### src/rtl/spectro_frame_rx_pkg.sv
// +--------------------------------------------------------------------+
// | spectro_frame_rx_pkg: shared defaults, FSM encoding, RTC fields     |
// | Rev 1.0                                                             |
// +--------------------------------------------------------------------+
`default_nettype none

package spectro_frame_rx_pkg;

  localparam int DEF_WORD_W  = 12;
  localparam int DEF_N_WORDS = 16;

  localparam int MIN_MSB = 11;
  localparam int MIN_LSB = 6;
  localparam int SEC_MSB = 5;
  localparam int SEC_LSB = 0;

  typedef enum logic [1:0] {
    ST_IDLE    = 2'd0,
    ST_WAIT_SL = 2'd1,
    ST_SHIFT   = 2'd2
  } state_t;

endpackage

`default_nettype wire

### src/rtl/spectro_frame_rx_sipo_shift.sv
// +--------------------------------------------------------------------+
// | sipo_shift: MSB-first serial-to-parallel shifter with bit counter   |
// | Rev 1.0                                                             |
// +--------------------------------------------------------------------+
`default_nettype none

module sipo_shift
  import spectro_frame_rx_pkg::*;
#(
  parameter int WORD_W = DEF_WORD_W
) (
  input  logic              clk,
  input  logic              reset,
  input  logic              clr_i,
  input  logic              en_i,
  input  logic              serial_i,
  output logic [WORD_W-1:0] word_o,
  output logic              last_o
);

  localparam int CNT_W = $clog2(WORD_W);

  // The final bit is taken straight from serial_i, so only WORD_W-1 bits
  // need storage for the word to be complete on its last sample edge.
  logic [WORD_W-2:0] shift_q, shift_d;
  logic [CNT_W-1:0]  cnt_q, cnt_d;

  assign last_o = (cnt_q == CNT_W'(WORD_W - 1));
  assign word_o = {shift_q, serial_i};

  always_comb begin
    shift_d = shift_q;
    cnt_d   = cnt_q;
    if (en_i) begin
      shift_d = {shift_q[WORD_W-3:0], serial_i};
      cnt_d   = last_o ? '0 : cnt_q + 1'b1;
    end
    if (clr_i) begin
      cnt_d = '0;
    end
  end

  always_ff @(posedge clk or posedge reset) begin
    if (reset) begin
      shift_q <= '0;
      cnt_q   <= '0;
    end else begin
      shift_q <= shift_d;
      cnt_q   <= cnt_d;
    end
  end

endmodule

`default_nettype wire

### src/rtl/spectro_frame_rx.sv
// +--------------------------------------------------------------------+
// | spectro_frame_rx: framed serial word receiver with RTC extraction   |
// | Option: SPECTRO_RX_FRAME_ERR_EN enables the frame_err pulse.        |
// | Rev 1.0                                                             |
// +--------------------------------------------------------------------+
`default_nettype none

module spectro_frame_rx
  import spectro_frame_rx_pkg::*;
#(
  parameter int WORD_W  = DEF_WORD_W,
  parameter int N_WORDS = DEF_N_WORDS
) (
  input  logic              clk,
  input  logic              reset,
  input  logic              serial_in,
  input  logic              sl_in,
  input  logic              ovf_in,
  output logic [WORD_W-1:0] word_data,
  output logic [3:0]        word_idx,
  output logic              word_valid,
  output logic [5:0]        rtc_min,
  output logic [5:0]        rtc_sec,
  output logic              frame_done,
  output logic              frame_err,
  output logic              busy
);

`ifdef SPECTRO_RX_FRAME_ERR_EN
  localparam bit ERR_EN = 1'b1;
`else
  localparam bit ERR_EN = 1'b0;
`endif

  state_t            state_q, state_d;
  logic              ovf_q;
  logic [3:0]        word_cnt_q, word_cnt_d;
  logic [WORD_W-1:0] word_data_q, word_data_d;
  logic [3:0]        word_idx_q, word_idx_d;
  logic              valid_q, valid_d;
  logic              done_q, done_d;
  logic              err_q, err_d;
  logic [5:0]        rtc_min_q, rtc_min_d;
  logic [5:0]        rtc_sec_q, rtc_sec_d;

  logic              w_ovf_rise;
  logic              w_err_evt;
  logic              w_sipo_clr;
  logic              w_sipo_en;
  logic [WORD_W-1:0] w_sipo_word;
  logic              w_sipo_last;

  sipo_shift #(
    .WORD_W (WORD_W)
  ) u_sipo (
    .clk      (clk),
    .reset    (reset),
    .clr_i    (w_sipo_clr),
    .en_i     (w_sipo_en),
    .serial_i (serial_in),
    .word_o   (w_sipo_word),
    .last_o   (w_sipo_last)
  );

  assign w_ovf_rise = ovf_in & ~ovf_q;

  always_comb begin
    state_d     = state_q;
    word_cnt_d  = word_cnt_q;
    word_data_d = word_data_q;
    word_idx_d  = word_idx_q;
    valid_d     = 1'b0;
    done_d      = 1'b0;
    w_err_evt   = 1'b0;
    rtc_min_d   = rtc_min_q;
    rtc_sec_d   = rtc_sec_q;
    w_sipo_clr  = 1'b0;
    w_sipo_en   = 1'b0;

    unique case (state_q)
      ST_IDLE: begin
        if (w_ovf_rise) begin
          state_d    = ST_WAIT_SL;
          word_cnt_d = '0;
        end
      end

      ST_WAIT_SL: begin
        if (w_ovf_rise) begin
          w_err_evt  = 1'b1;
          word_cnt_d = '0;
        end else if (sl_in) begin
          state_d    = ST_SHIFT;
          w_sipo_clr = 1'b1;
        end
      end

      ST_SHIFT: begin
        if (w_ovf_rise) begin
          // A new trigger always wins, even over a word completing now.
          w_err_evt  = 1'b1;
          word_cnt_d = '0;
          state_d    = ST_WAIT_SL;
          w_sipo_clr = 1'b1;
        end else begin
          w_sipo_en = 1'b1;
          if (w_sipo_last) begin
            word_data_d = w_sipo_word;
            word_idx_d  = word_cnt_q;
            valid_d     = 1'b1;
            if (word_cnt_q == 4'd0) begin
              rtc_min_d = w_sipo_word[MIN_MSB:MIN_LSB];
              rtc_sec_d = w_sipo_word[SEC_MSB:SEC_LSB];
            end
            if (word_cnt_q == 4'(N_WORDS - 1)) begin
              done_d  = 1'b1;
              state_d = ST_IDLE;
            end else begin
              word_cnt_d = word_cnt_q + 4'd1;
              if (sl_in) begin
                state_d    = ST_SHIFT;
                w_sipo_clr = 1'b1;
              end else begin
                state_d = ST_WAIT_SL;
              end
            end
          end else if (sl_in) begin
            w_err_evt  = 1'b1;
            w_sipo_clr = 1'b1;
          end
        end
      end

      default: begin
        state_d = ST_IDLE;
      end
    endcase

    err_d = ERR_EN & w_err_evt;
  end

  always_ff @(posedge clk or posedge reset) begin
    if (reset) begin
      state_q     <= ST_IDLE;
      ovf_q       <= 1'b0;
      word_cnt_q  <= '0;
      word_data_q <= '0;
      word_idx_q  <= '0;
      valid_q     <= 1'b0;
      done_q      <= 1'b0;
      err_q       <= 1'b0;
      rtc_min_q   <= '0;
      rtc_sec_q   <= '0;
    end else begin
      state_q     <= state_d;
      ovf_q       <= ovf_in;
      word_cnt_q  <= word_cnt_d;
      word_data_q <= word_data_d;
      word_idx_q  <= word_idx_d;
      valid_q     <= valid_d;
      done_q      <= done_d;
      err_q       <= err_d;
      rtc_min_q   <= rtc_min_d;
      rtc_sec_q   <= rtc_sec_d;
    end
  end

  assign word_data  = word_data_q;
  assign word_idx   = word_idx_q;
  assign word_valid = valid_q;
  assign frame_done = done_q;
  assign frame_err  = err_q;
  assign rtc_min    = rtc_min_q;
  assign rtc_sec    = rtc_sec_q;
  assign busy       = (state_q != ST_IDLE);

endmodule

`default_nettype wire
### config.mk
export PLATFORM = sky130hd
export DESIGN_NAME = spectro_frame_rx
export DESIGN_NICKNAME = d
export VERILOG_FILES = /design/src/rtl/spectro_frame_rx_pkg.sv /design/src/rtl/spectro_frame_rx_sipo_shift.sv /design/src/rtl/spectro_frame_rx.sv
export SDC_FILE = /design/constraint.sdc
export NUM_CORES = 1
export LEC_CHECK = 0
export CORE_MARGIN = 4
export CORE_UTILIZATION = 37
export CTS_CLUSTER_SIZE = 24
export DETAILED_ROUTE_END_ITERATION = 8
export PLACE_DENSITY = 0.64
export SLEW_MARGIN = 20
export SYNTH_ARGS = -nofsm -noshare
export SYNTH_HDL_FRONTEND = slang
export SYNTH_HIERARCHICAL = 1
export SYNTH_SLANG_ARGS = --single-unit
### constraint.sdc
create_clock -name clk -period 2.6 [get_ports clk]
set_clock_uncertainty 0.2 [all_clocks]
set_input_delay 0.52 -clock clk [delete_from_list [all_inputs] [get_ports clk]]
set_output_delay 0.52 -clock clk [all_outputs]
set_load 0.005 [all_outputs]
Word level (Yosys, flattened, before mapping)
Index checks and enable logic that the tools add are counted.
- bits in registers: 52
- latch bits: 0
- memory bits (writable): 0
- ROM bits: 0
- input bits: 5
- output and inout bits: 32
- logic and storage cells: 67
- memories kept: 0
- add/sub/neg operators: 2
- multipliers: 0
- divide/modulo/power cells: 0
- magnitude comparators: 0
- equal/unequal tests: 10
- shift-type cells: 0
- multiplexer cells: 31
- bitwise logic cells: 3
- reduce and logical (&&, ||, !) cells: 10
- operator list (operator ; count):
    $mux W4 ; 7
    $mux W1 ; 14
    $mux W2 ; 7
    $reduce_and A4 Y1 ; 3
    $add A4 B1 Y4 const B ; 2
    $eq A4 B4 Y1 const B ; 2
    $pmux W4 S2 ; 1
    $ne A2 B2 Y1 const B ; 3
    $pmux W2 S3 ; 1
    $reduce_bool A2 Y1 ; 3
    $logic_not A4 Y1 ; 1
    $ne A3 B2 Y1 const B ; 1
    $ne A3 B3 Y1 const B ; 1
    $reduce_and A3 Y1 ; 1
    $eq A2 B1 Y1 const B ; 1
    $eq A2 B2 Y1 const B ; 1
    $logic_not A2 Y1 ; 1
    $ne A2 B1 Y1 const B ; 1
    $not A1 Y1 ; 2
    $pmux W1 S2 ; 1
    $reduce_or A2 Y1 ; 1
    $and A1 B1 Y1 ; 1

Depth between registers and ports, before layout
- depth after elaboration: 6
- mapped depth: 8

Hierarchy
The synthesis kept the hierarchy.
- by module, submodules not included (module ; instances ; cells an instance ; area each (um^2)):
    spectro_frame_rx ; 1 ; 128 ; 1666.6
    sipo_shift ; 1 ; 49 ; 689.4

Worst setup path after synthesis
OpenSTA, ideal clock, no wires.
- kind: register -> register
- start: register u_sipo.cnt_q[0]
- end: register rtc_min_q[0] (netlist: rtc_min[0])
- data arrival time: 1.898 ns
- data required time: 2.275 ns
- path slack: 0.377 ns
- stages on the path, launching flop included: 8
- period minus slack after synthesis: 2.223 ns
- cell sequence: dfrtp_1 ha_1 nand2_1 nor2_1 nand3_2 or4b_4 buf_6 mux2_4
- cells in the longest elaborated chain, start to end: 2
- RTL lines (item ; RTL line ; source):
    start, declared ; spectro_frame_rx_sipo_shift.sv:26 ; logic [CNT_W-1:0] cnt_q, cnt_d;
    start signal, assigned ; spectro_frame_rx_sipo_shift.sv:49 ; cnt_q <= cnt_d;
    $eq A4 B4 Y1 ; spectro_frame_rx_sipo_shift.sv:28 ; assign last_o = (cnt_q == CNT_W'(WORD_W - 1));
    named net w_sipo_last ; spectro_frame_rx.sv:51 ; logic w_sipo_last;
    $reduce_and A4 Y1 (no line) ; n/a ;
    end signal, assigned ; spectro_frame_rx.sv:163 ; rtc_min_q <= rtc_min_d;
    end, declared ; spectro_frame_rx.sv:43 ; logic [5:0] rtc_min_q, rtc_min_d;
The timed path passes the listed nets, and every way through them passes these cells.
A chain may end at the register's enable or synchronous reset.

Final worst setup path
- start: register state_q[0]
- end: output port busy
- cells in the longest elaborated chain, start to end: 1
- RTL lines (item ; RTL line ; source):
    start, declared ; spectro_frame_rx.sv:35 ; state_t state_q, state_d;
    start signal, assigned ; spectro_frame_rx.sv:155 ; state_q <= state_d;
    $reduce_bool A2 Y1 ; spectro_frame_rx.sv:175 ; assign busy = (state_q != ST_IDLE);
    end, declared ; spectro_frame_rx.sv:26 ; output logic busy
Every way passes these cells.

==> impl_metrics.tcl <==
set metrics [dict create \
    r2r_cells 6 \
    seq_area_um2 1300 \
    outcome "finished, final reports clean" \
    worstHoldPathType "flip-flop to flip-flop" \
    worstSetupPathType "flip-flop to output port" \
    syn-num-nets 189 \
    tightest_slew_ns 0.572 \
    worstSetupEndpointType "output port" \
    die_w_um 87.8 \
    seqPwrFrac_pct 49.6 \
    p_leak_nw 1.38 \
    fin_crit_sh_pct 91.7 \
    cts_tree "done" \
    netlist_top_cells_count "dfrtp_1, mux2_2, mux2_4" \
    p_clk_share_pct 20.7 \
    cts_root_buf "clkbuf_8" \
    powerDensity_nw_per_um2 787 \
    synth_edf_count 0 \
    grt_overflow 0 \
    drive_above_1_share_pct 24.9 \
    cp_num_cells 4 \
    num_io_pins 37 \
    fp.dieArea_um2 7710 \
    start_util_pct 38.9 \
    globalRouteTotalUtil_pct 12.1 \
    fin_area_um2 2860 \
    yosysMostFrequentCell "dfrtp_1" \
    drt-pass1-iter-count 4 \
    crit_fanout 6 \
    antenna_left 0 \
    yosysWarnings 6 \
    ys_seq_elements 52 \
    sw_frac_of_total_pct 30.6 \
    fillers 567 \
    hpwl_um 2930 \
    finalHoldViolations 0 \
    internal_power_mw 1.56 \
    drt_iter0_drc 32 \
    dp_slack_ns 0.0940 \
    synth.distinct_cells 36 \
    place_area_um2 2770 \
    synth_top_area_share_pct 55.2 \
    rsz0062_at_grt "false" \
    hold_depth 2 \
    syn_area_um2 2360 \
    route.detailed.drc 0 \
    grt_max_degree 38 \
    hold_buffers 0 \
    synthArstFlopShare_pct 100 \
    post_cts_buffers 0 \
    nets 229 \
    wl_per_cell_um 14.2 \
    switching_power_mw 0.690 \
    routed-via-count 1417 \
    syn_avg_cell_area_um2 13.3 \
    slew-limit-headroom_pct 61.9 \
    setup_violations 0 \
    max_stage_delay_ns 0.49 \
    core_um2 6060 \
    grt_antenna_before_repair 0 \
    h-tree-depth 2 \
    core.rowCount 28 \
    areaGrowthSynthToFinish_pct 21.6 \
    synth_top_area_cell "dfrtp_1" \
    cts_buffer_depth 2 \
    wirelength_um 4140 \
    worst_skew_pair.late_latency_ns 0.30 \
    cts_inserted_buffers 5 \
    period_needed_ns 2.38 \
    crit_chain "inv_1 -> ha_1 -> inv_1 -> clkdlybuf4s50_1" \
    die_h_um 87.8 \
    antenna_cells 0 \
    crit_required_ns 1.88 \
    synth_seq_area_share_pct 55.2 \
    critPathLaunchType "flip-flop" \
    clkTransAtPathRegs_ns 0.09 \
    post_cts_resized 0 \
    port_buffers 35 \
    numClockSinks 52 \
    crit_family "buffers and inverters" \
    critPathSlowestCell "clkdlybuf4s50_1" \
    totalNegativeSetupSlack_ns 0 \
    multi_input_area_um2 952 \
    ys.flop_type "dfrtp_1" \
    peakVddDrop_v 0.000412 \
    cpMostUsedCell "inv_1" \
    maxCapViolCount 0 \
    grt_pass1_vias 1476 \
    power_frac_comb_pct 29.8 \
    drv_slew 0 \
    crit_arrival_ns 1.66 \
    vias_per_cell 4.85 \
    gp_congestion 0.822 \
    fin_ws_ns 0.217 \
    fmaxAchievable_ghz 0.420 \
    synthCells 177 \
    cp_num_buf_inv 3 \
    yosys-top-cells-area "dfrtp_1, mux2_4, mux2_2, ha_1, o21ai_0" \
    grt_first_pass_wirelength_um 7220 \
]
power groups by stage:
stage	clock network [mW]	logic (mW)	registers (mW)
5_1_grt	0.533	0.756	1.14
3_5_place_dp	0	0.675	1.13
2_1_floorplan	0	0.551	1.09
4_1_cts	0.500	0.682	1.12
3_3_place_gp	0	0.667	1.13
6_report	0.466	0.670	1.12
logic make-up (layout without fill, tap and decap cells):
group	after synthesis	in the layout	synth area share (%)
AO/OA/AOI/OAI	24	24	6.11
other	1	1	0.159
buffers and inverters	17	57	4.35
multiplexers	40	40	21.9
AND/OR/NAND/NOR	36	36	8.55
adder cells (fa/ha/maj)	7	7	3.72
flip-flops	52	52	55.2
registers in the layout, indices dropped and copies added (netlist names):
register	cells
word_data	12
u_sipo/shift_q	11
rtc_min	6
rtc_sec	6
u_sipo/cnt_q	4
word_cnt_q	4
word_idx	4
state_q	2
frame_done	1
ovf_q	1
word_valid	1
routing by layer:
layer / share of wire [%] / track usage (%)
met1: 47 / 15.9
met4: 1.4 / 4.18
met2: 46 / 19.3
met3: 4.9 / 3.20
met5: 0 / 0
stage by stage:
stage	hold slack (ns)	util, %	cells	total power [mW]
2_1_floorplan	0.221	-	177	1.64
5_1_grt	0.331	47.3	292	2.43
3_3_place_gp	0.267	45.7	285	1.80
4_1_cts	0.302	47.3	292	2.30
6_report	0.290	47.3	292	2.25
3_5_place_dp	0.280	45.7	285	1.81
area by class of cell:
| type | instances | share of cell area (%) |
|---|---|---|
| sequential | 52 | 45.4 |
| multi-input combinational | 108 | 33.2 |
| tap | 75 | 3.28 |
| clock buffer | 6 | 2.88 |
| inverter | 10 | 1.31 |
| clock inverter | 1 | 0.306 |
| timing repair buffer | 40 | 13.5 |
worst paths after layout:
check	startpoint	to	slack (ns)
max	state_q[0]	busy	0.22
min	word_idx[0]	word_idx[0]	0.29
max reg2reg	u_sipo/cnt_q[0]	rtc_min[1]	0.22
min reg2reg	word_idx[0]	word_idx[0]	0.29
max in group asynchronous	reset	word_data[0]	1.38
min in group asynchronous	reset	u_sipo/shift_q[6]	0.42
worst reg2reg max path, delay by kind of cell (launching register included):
kind | cells | cell delay (ns)
adder cells (fa/ha/maj) | 1 | 0.23
AND/OR/NAND/NOR | 4 | 1.08
multiplexers | 1 | 0.35
flip-flops | 1 | 0.41
cell usage in the layout (no fill, tap or decap), drive strengths merged, types with 2 or more instances in the layout:
| cell type | n |
|---|---|
| dfrtp | 52 |
| buf | 5 |
| mux2 | 38 |
| mux2i | 2 |
| a21boi | 2 |
| nor2 | 6 |
| nand2 | 10 |
| inv | 10 |
| nand3 | 4 |
| and2 | 2 |
| nand2b | 2 |
| nor2b | 3 |
| ha | 7 |
| clkbuf | 6 |
| clkdlybuf4s50 | 35 |
| o21ai | 12 |
| or3 | 3 |
| a21oi | 5 |
No activity file was read; power rests on OpenSTA's default activity.
